--- src/rtl/prim_pkg.sv ---
//------------------------------------------------------------------------------
// Module   : prim_pkg
// Purpose  : Shared types and helpers for the prim stream primitives.
// Revision : 1.0 - initial release
//------------------------------------------------------------------------------
`default_nettype none

package prim_pkg;

    localparam int PRIM_MAX_W    = 1024;
    localparam int PRIM_MAX_BEAT = 256;

    typedef enum logic [0:0] {
        SER_IDLE = 1'b0,
        SER_SEND = 1'b1
    } prim_ser_state_e;

    // Beat idx of a word made of ratio slices of width bits; the caller truncates to its width.
    function automatic logic [PRIM_MAX_BEAT-1:0] prim_beat_sel(
        input logic [PRIM_MAX_W-1:0] word,
        input int                    idx,
        input int                    width,
        input int                    ratio,
        input logic                  lsb_first
    );
        int slot;
        slot = lsb_first ? idx : (ratio - 1 - idx);
        return PRIM_MAX_BEAT'(word >> (slot * width));
    endfunction

endpackage

`default_nettype wire

--- src/rtl/prim_stream_ser.sv ---
//------------------------------------------------------------------------------
// Module   : prim_stream_ser
// Purpose  : Width-down stream serializer, one wide word out as RATIO beats.
// Revision : 1.0 - initial release
//------------------------------------------------------------------------------
`default_nettype none

module prim_stream_ser
    import prim_pkg::*;
#(
    parameter int WIDTH     = 32,
    parameter int RATIO     = 4,
    parameter int LSB_FIRST = 1
) (
    input  logic                   clk,
    input  logic                   reset,
    output logic                   urdy_o,
    input  logic                   uvld_i,
    input  logic [WIDTH*RATIO-1:0] udat_i,
    input  logic                   dstall_i,
    input  logic                   drdy_i,
    output logic                   dvld_o,
    output logic [WIDTH-1:0]       ddat_o,
    output logic                   dlast_o
);

    localparam int             CW       = $clog2(RATIO);
    localparam logic [CW-1:0]  CNT_LAST = CW'(RATIO - 1);
    localparam logic [0:0]     S_IDLE   = SER_IDLE;
    localparam logic [0:0]     S_SEND   = SER_SEND;

    logic [WIDTH*RATIO-1:0] hold_q;
    logic [CW-1:0]          cnt_q;
    logic [0:0]             busy_q;

    logic                   active;
    logic                   last;
    logic                   dbeat;
    logic                   ubeat;
    logic [WIDTH-1:0]       beat;

    // Outputs are gated by reset so they read idle even before the state clears.
    assign active  = (busy_q == S_SEND) && reset;
    assign last    = active && (cnt_q == CNT_LAST);
    assign dvld_o  = active && !dstall_i;
    assign dbeat   = dvld_o && drdy_i;
    assign urdy_o  = reset && ((busy_q == S_IDLE) || (last && dbeat));
    assign ubeat   = urdy_o && uvld_i;
    assign dlast_o = last;

    assign beat   = WIDTH'(prim_beat_sel(PRIM_MAX_W'(hold_q), 32'(cnt_q), WIDTH, RATIO,
                                         LSB_FIRST != 0));
    assign ddat_o = reset ? beat : '0;

    always_ff @(posedge clk) begin
        if (!reset) begin
            busy_q <= S_IDLE;
            cnt_q  <= '0;
            hold_q <= '0;
        end else if (ubeat) begin
            hold_q <= udat_i;
            cnt_q  <= '0;
            busy_q <= S_SEND;
        end else if (dbeat) begin
            if (last) begin
                busy_q <= S_IDLE;
            end else begin
                cnt_q <= cnt_q + CW'(1);
            end
        end
    end

    generate
        if (RATIO != (1 << CW)) begin : g_cnt_chk
            always_ff @(posedge clk) begin
                if (reset) begin
                    assert (cnt_q <= CNT_LAST);
                end
            end
        end
    endgenerate

endmodule

`default_nettype wire
--- config.mk ---
export PLATFORM = sky130hd
export DESIGN_NAME = prim_stream_ser
export DESIGN_NICKNAME = d
export VERILOG_FILES = /design/src/rtl/prim_pkg.sv /design/src/rtl/prim_stream_ser.sv
export SDC_FILE = /design/constraint.sdc
export NUM_CORES = 1
export LEC_CHECK = 0
export ABC_AREA = 1
export BUFFER_PORTS_ARGS = -buffer_cell sky130_fd_sc_hd__buf_2
export CORE_UTILIZATION = 25
export DETAILED_ROUTE_END_ITERATION = 6
export GPL_TIMING_DRIVEN = 0
export PLACE_DENSITY = 0.49
export SYNTH_ARGS = -nofsm -noshare
export SYNTH_HDL_FRONTEND = slang
export SYNTH_SLANG_ARGS = --single-unit
--- constraint.sdc ---
create_clock -name clk -period 1.39 [get_ports clk]
set_clock_uncertainty 0.05 [all_clocks]
set_input_delay 0.139 -clock clk [delete_from_list [all_inputs] [get_ports clk]]
set_output_delay 0.139 -clock clk [all_outputs]
set_load 0.05 [all_outputs]
==> impl_metrics.toml <==
[status]
status = "finished with violations"
violations = "setup timing"

[detailed_routing]
drc = 0
routedWlPerCell_um = 16.92
viasPerCell = 4.683
routed_wl_um = 25430
drt_iter0_drc = 301
dr.pass1.iters = 5
ant_nets = 0
vias = 7039

[worst_setup_path]
worst_setup_path_start_kind = "register"
required_ps = 1200
cpMostUsedCell = "nor2_1"
r2r_setup_slack_ps = -480
cp_cell_sequence = "clkbuf_16, buf_16, nor2_1, nor2_1, o21ai_1, a21oi_4, buf_6"
crit_arrival_ps = 1750
reg2reg_to = "hold_q[80]$_SDFFE_PN0P_"
crit_type = "register to output port"
cpPeakStageDelay_ps = 400
crit_path_end_kind = "output port"
crit_end = "ddat_o[25]"
r2r_cells = 9
cp_slowest_cell = "dfxtp_4"
cp.depth = 7
crit_start = "cnt_q[0]$_SDFFE_PP0P_"
r2r_start = "cnt_q[0]$_SDFFE_PP0P_"
critical_path_peak_fanout = 5
critPathBufInv = 3
crit_family = "buffers and inverters"

[floorplan]
coreArea_um2 = 22920
dieWidth_um = 155.8
fp-row-count = 55
start_util_pct = 25.79
die_y_um = 155.8
ios = 168
die_area_um2 = 24260

[finish]
final_cell_mix = "nand3_1, buf_2, nand2_1, dlygate4sd3_1, dfxtp_1"
final_common_cell = "nand3_1"
regArea_um2 = 2631
nets = 1311
multi_input_area_um2 = 3920
area_growth_syn_to_layout_pct = 86.88
diodes = 0
final_cell_count_no_fill = 1503
drive_gt1_share_pct = 38.07
fillCellCount = 2287

[global_routing]
grt_pass1_vias = 6860
overflow = 0
grt_use_met3_pct = 3.611
track_usage_pct = 20.85
use_met2_pct = 34.23
busiest_layer = "met2"
grt_max_degree = 17
grt_first_pass_wirelength_um = 37960
grt_antenna_before_repair = 0
use_met1_pct = 27.63

[hold_path]
whs_path_depth = 5
min_path_type = "input port to register"

[logic_synthesis]
yosysSeqAreaShare_pct = 44.37
synth-seq-cells = 131
synth_fp_nets = 977
syn_area_um2 = 5911
ys_types = 18
postSynthCellCount = 843
syn_avg_cell_area_um2 = 7.011
ys_warn_count = 0

[timing]
rsz0062_at_grt = "yes"
fin_crit_ps = 1935
min_period_over_period_pct = 139.2
setup_ws_ps = -545.4
setup-violations-final = 166
worstMarginPinSlew_ps = 620.2
hold_viol = 0
relSlewSlack_pct = 58.65
timing.fmax_mhz = 516.7
slew_violations = 0

[clock_tree]
clock_path_buffers = 2
clock_sinks = 131
root_buffer = "clkbuf_16"
clk_latency_ps = 420
cts_made_buffers = 17
cts_htree_levels = 4
path_clk_slew_ps = 60
cts_tree = "yes"

[power]
max-vdd-ir-drop_uv = 619.3
leakagePower_uw = 0.004705
power_density_nw_per_um2 = 976.6

[place]
dp_slack_ps = -464.0
gp_congestion = 0.8207
port_buffers = 166
placed_cells = 1322
dp_hpwl_um = 17570

[flow_run]
max-cap-violations = 0
power breakdown:
group          internal [uW]  switching, uW  leakage [uW]  total, uW
combinational           1050           1180       0.00336       2220
clock                   2510           1780      0.000264       4290
sequential              4040            228       0.00108       4270
total                   7600           3180       0.00470      10800
synthesized netlist by cell type, drive strengths merged:
library cell,instances,share of area [%]
nand3,259,22
nand2,132,8.4
nor2,132,8.5
dfxtp,131,44
o21ai,65,5.5
clkbuf,45,2.9
buf,36,4.5
a21oi,34,2.9
inv,6,0.38
clkinv,1,0.063
ha,1,0.21
xor2,1,0.15
flip-flops by register name (all words and copies together), names as in the netlist:
name and cells:
cnt_q 2, busy_q 1, hold_q 128
how the worst min path moves through the flow:
stage                     start                        to  slack [ps]
floorplan            udat_i[32]   hold_q[32]$_SDFFE_PN0P_         230
global placement    udat_i[126]  hold_q[126]$_SDFFE_PN0P_         310
detailed placement   udat_i[28]   hold_q[28]$_SDFFE_PN0P_         320
CTS                      drdy_i       busy_q$_SDFFE_PN0P_          80
global route             drdy_i     cnt_q[0]$_SDFFE_PP0P_         200
finish                   drdy_i     cnt_q[0]$_SDFFE_PP0P_         140
through the flow:
stage	area [um2]	total power [uW]	hold WS (ps)	util (%)	TNS, ps
CTS	10420	10650	84.72	45.45	-51880
global placement	7621	5822	313.9	33.26	-53670
finish	11050	10790	135.8	48.20	-59900
floorplan	6399	5242	227.4	-	-24780
detailed placement	7621	5835	317.3	33.26	-49960
global route	11050	11220	198.4	48.20	-71130
cells by family (layout without fill, tap and decap cells):
family | Yosys count | count (layout) | share of synthesized area (%)
AND/OR/NAND/NOR | 523 | 523 | 38.99
XOR/XNOR | 1 | 1 | 0.1482
AO/OA/AOI/OAI | 99 | 99 | 8.446
adder cells (fa/ha/maj) | 1 | 1 | 0.2117
flip-flops | 131 | 131 | 44.37
buffers and inverters | 88 | 435 | 7.832
routing by layer:
layer / share of wire, % / up-vias
li1: - / 3511
met1: 47 / 3321
met2: 47 / 181
met3: 4.1 / 26
met4: 1.9 / 0
met5: 0 / -
area by class of cell:
class | instances | area share [%]
clock inverters | 11 | 0.9628
clock buffers | 21 | 4.078
plain buffers | 80 | 7.465
inverters | 7 | 0.2832
well taps | 313 | 3.546
repair buffers | 316 | 24.35
multi-input cells | 624 | 35.49
flip-flops and latches | 131 | 23.82
worst register-to-register path, cell delays in order, from the launching register on:
cell and delay (ps):
dfxtp_4 400, buf_4 140, ha_4 130, nand3_2 110, a21oi_4 240, buf_4 160
bufbuf_16 260, buf_6 140, nand3_1 90, nand2_1 90
repair_timing:
| action | in CTS | in global routing |
|---|---|---|
| pin swaps | 16 | 65 |
| resized for setup | 229 | 128 |
| hold buffers | 128 | 0 |
| buffers inserted | 6 | 4 |
| endpoints found under the hold margin | 128 | 0 |
| endpoints found under the setup margin | 166 | 166 |
| cloned | 6 | 7 |
Note: power is estimated with default switching activity, not from simulation.
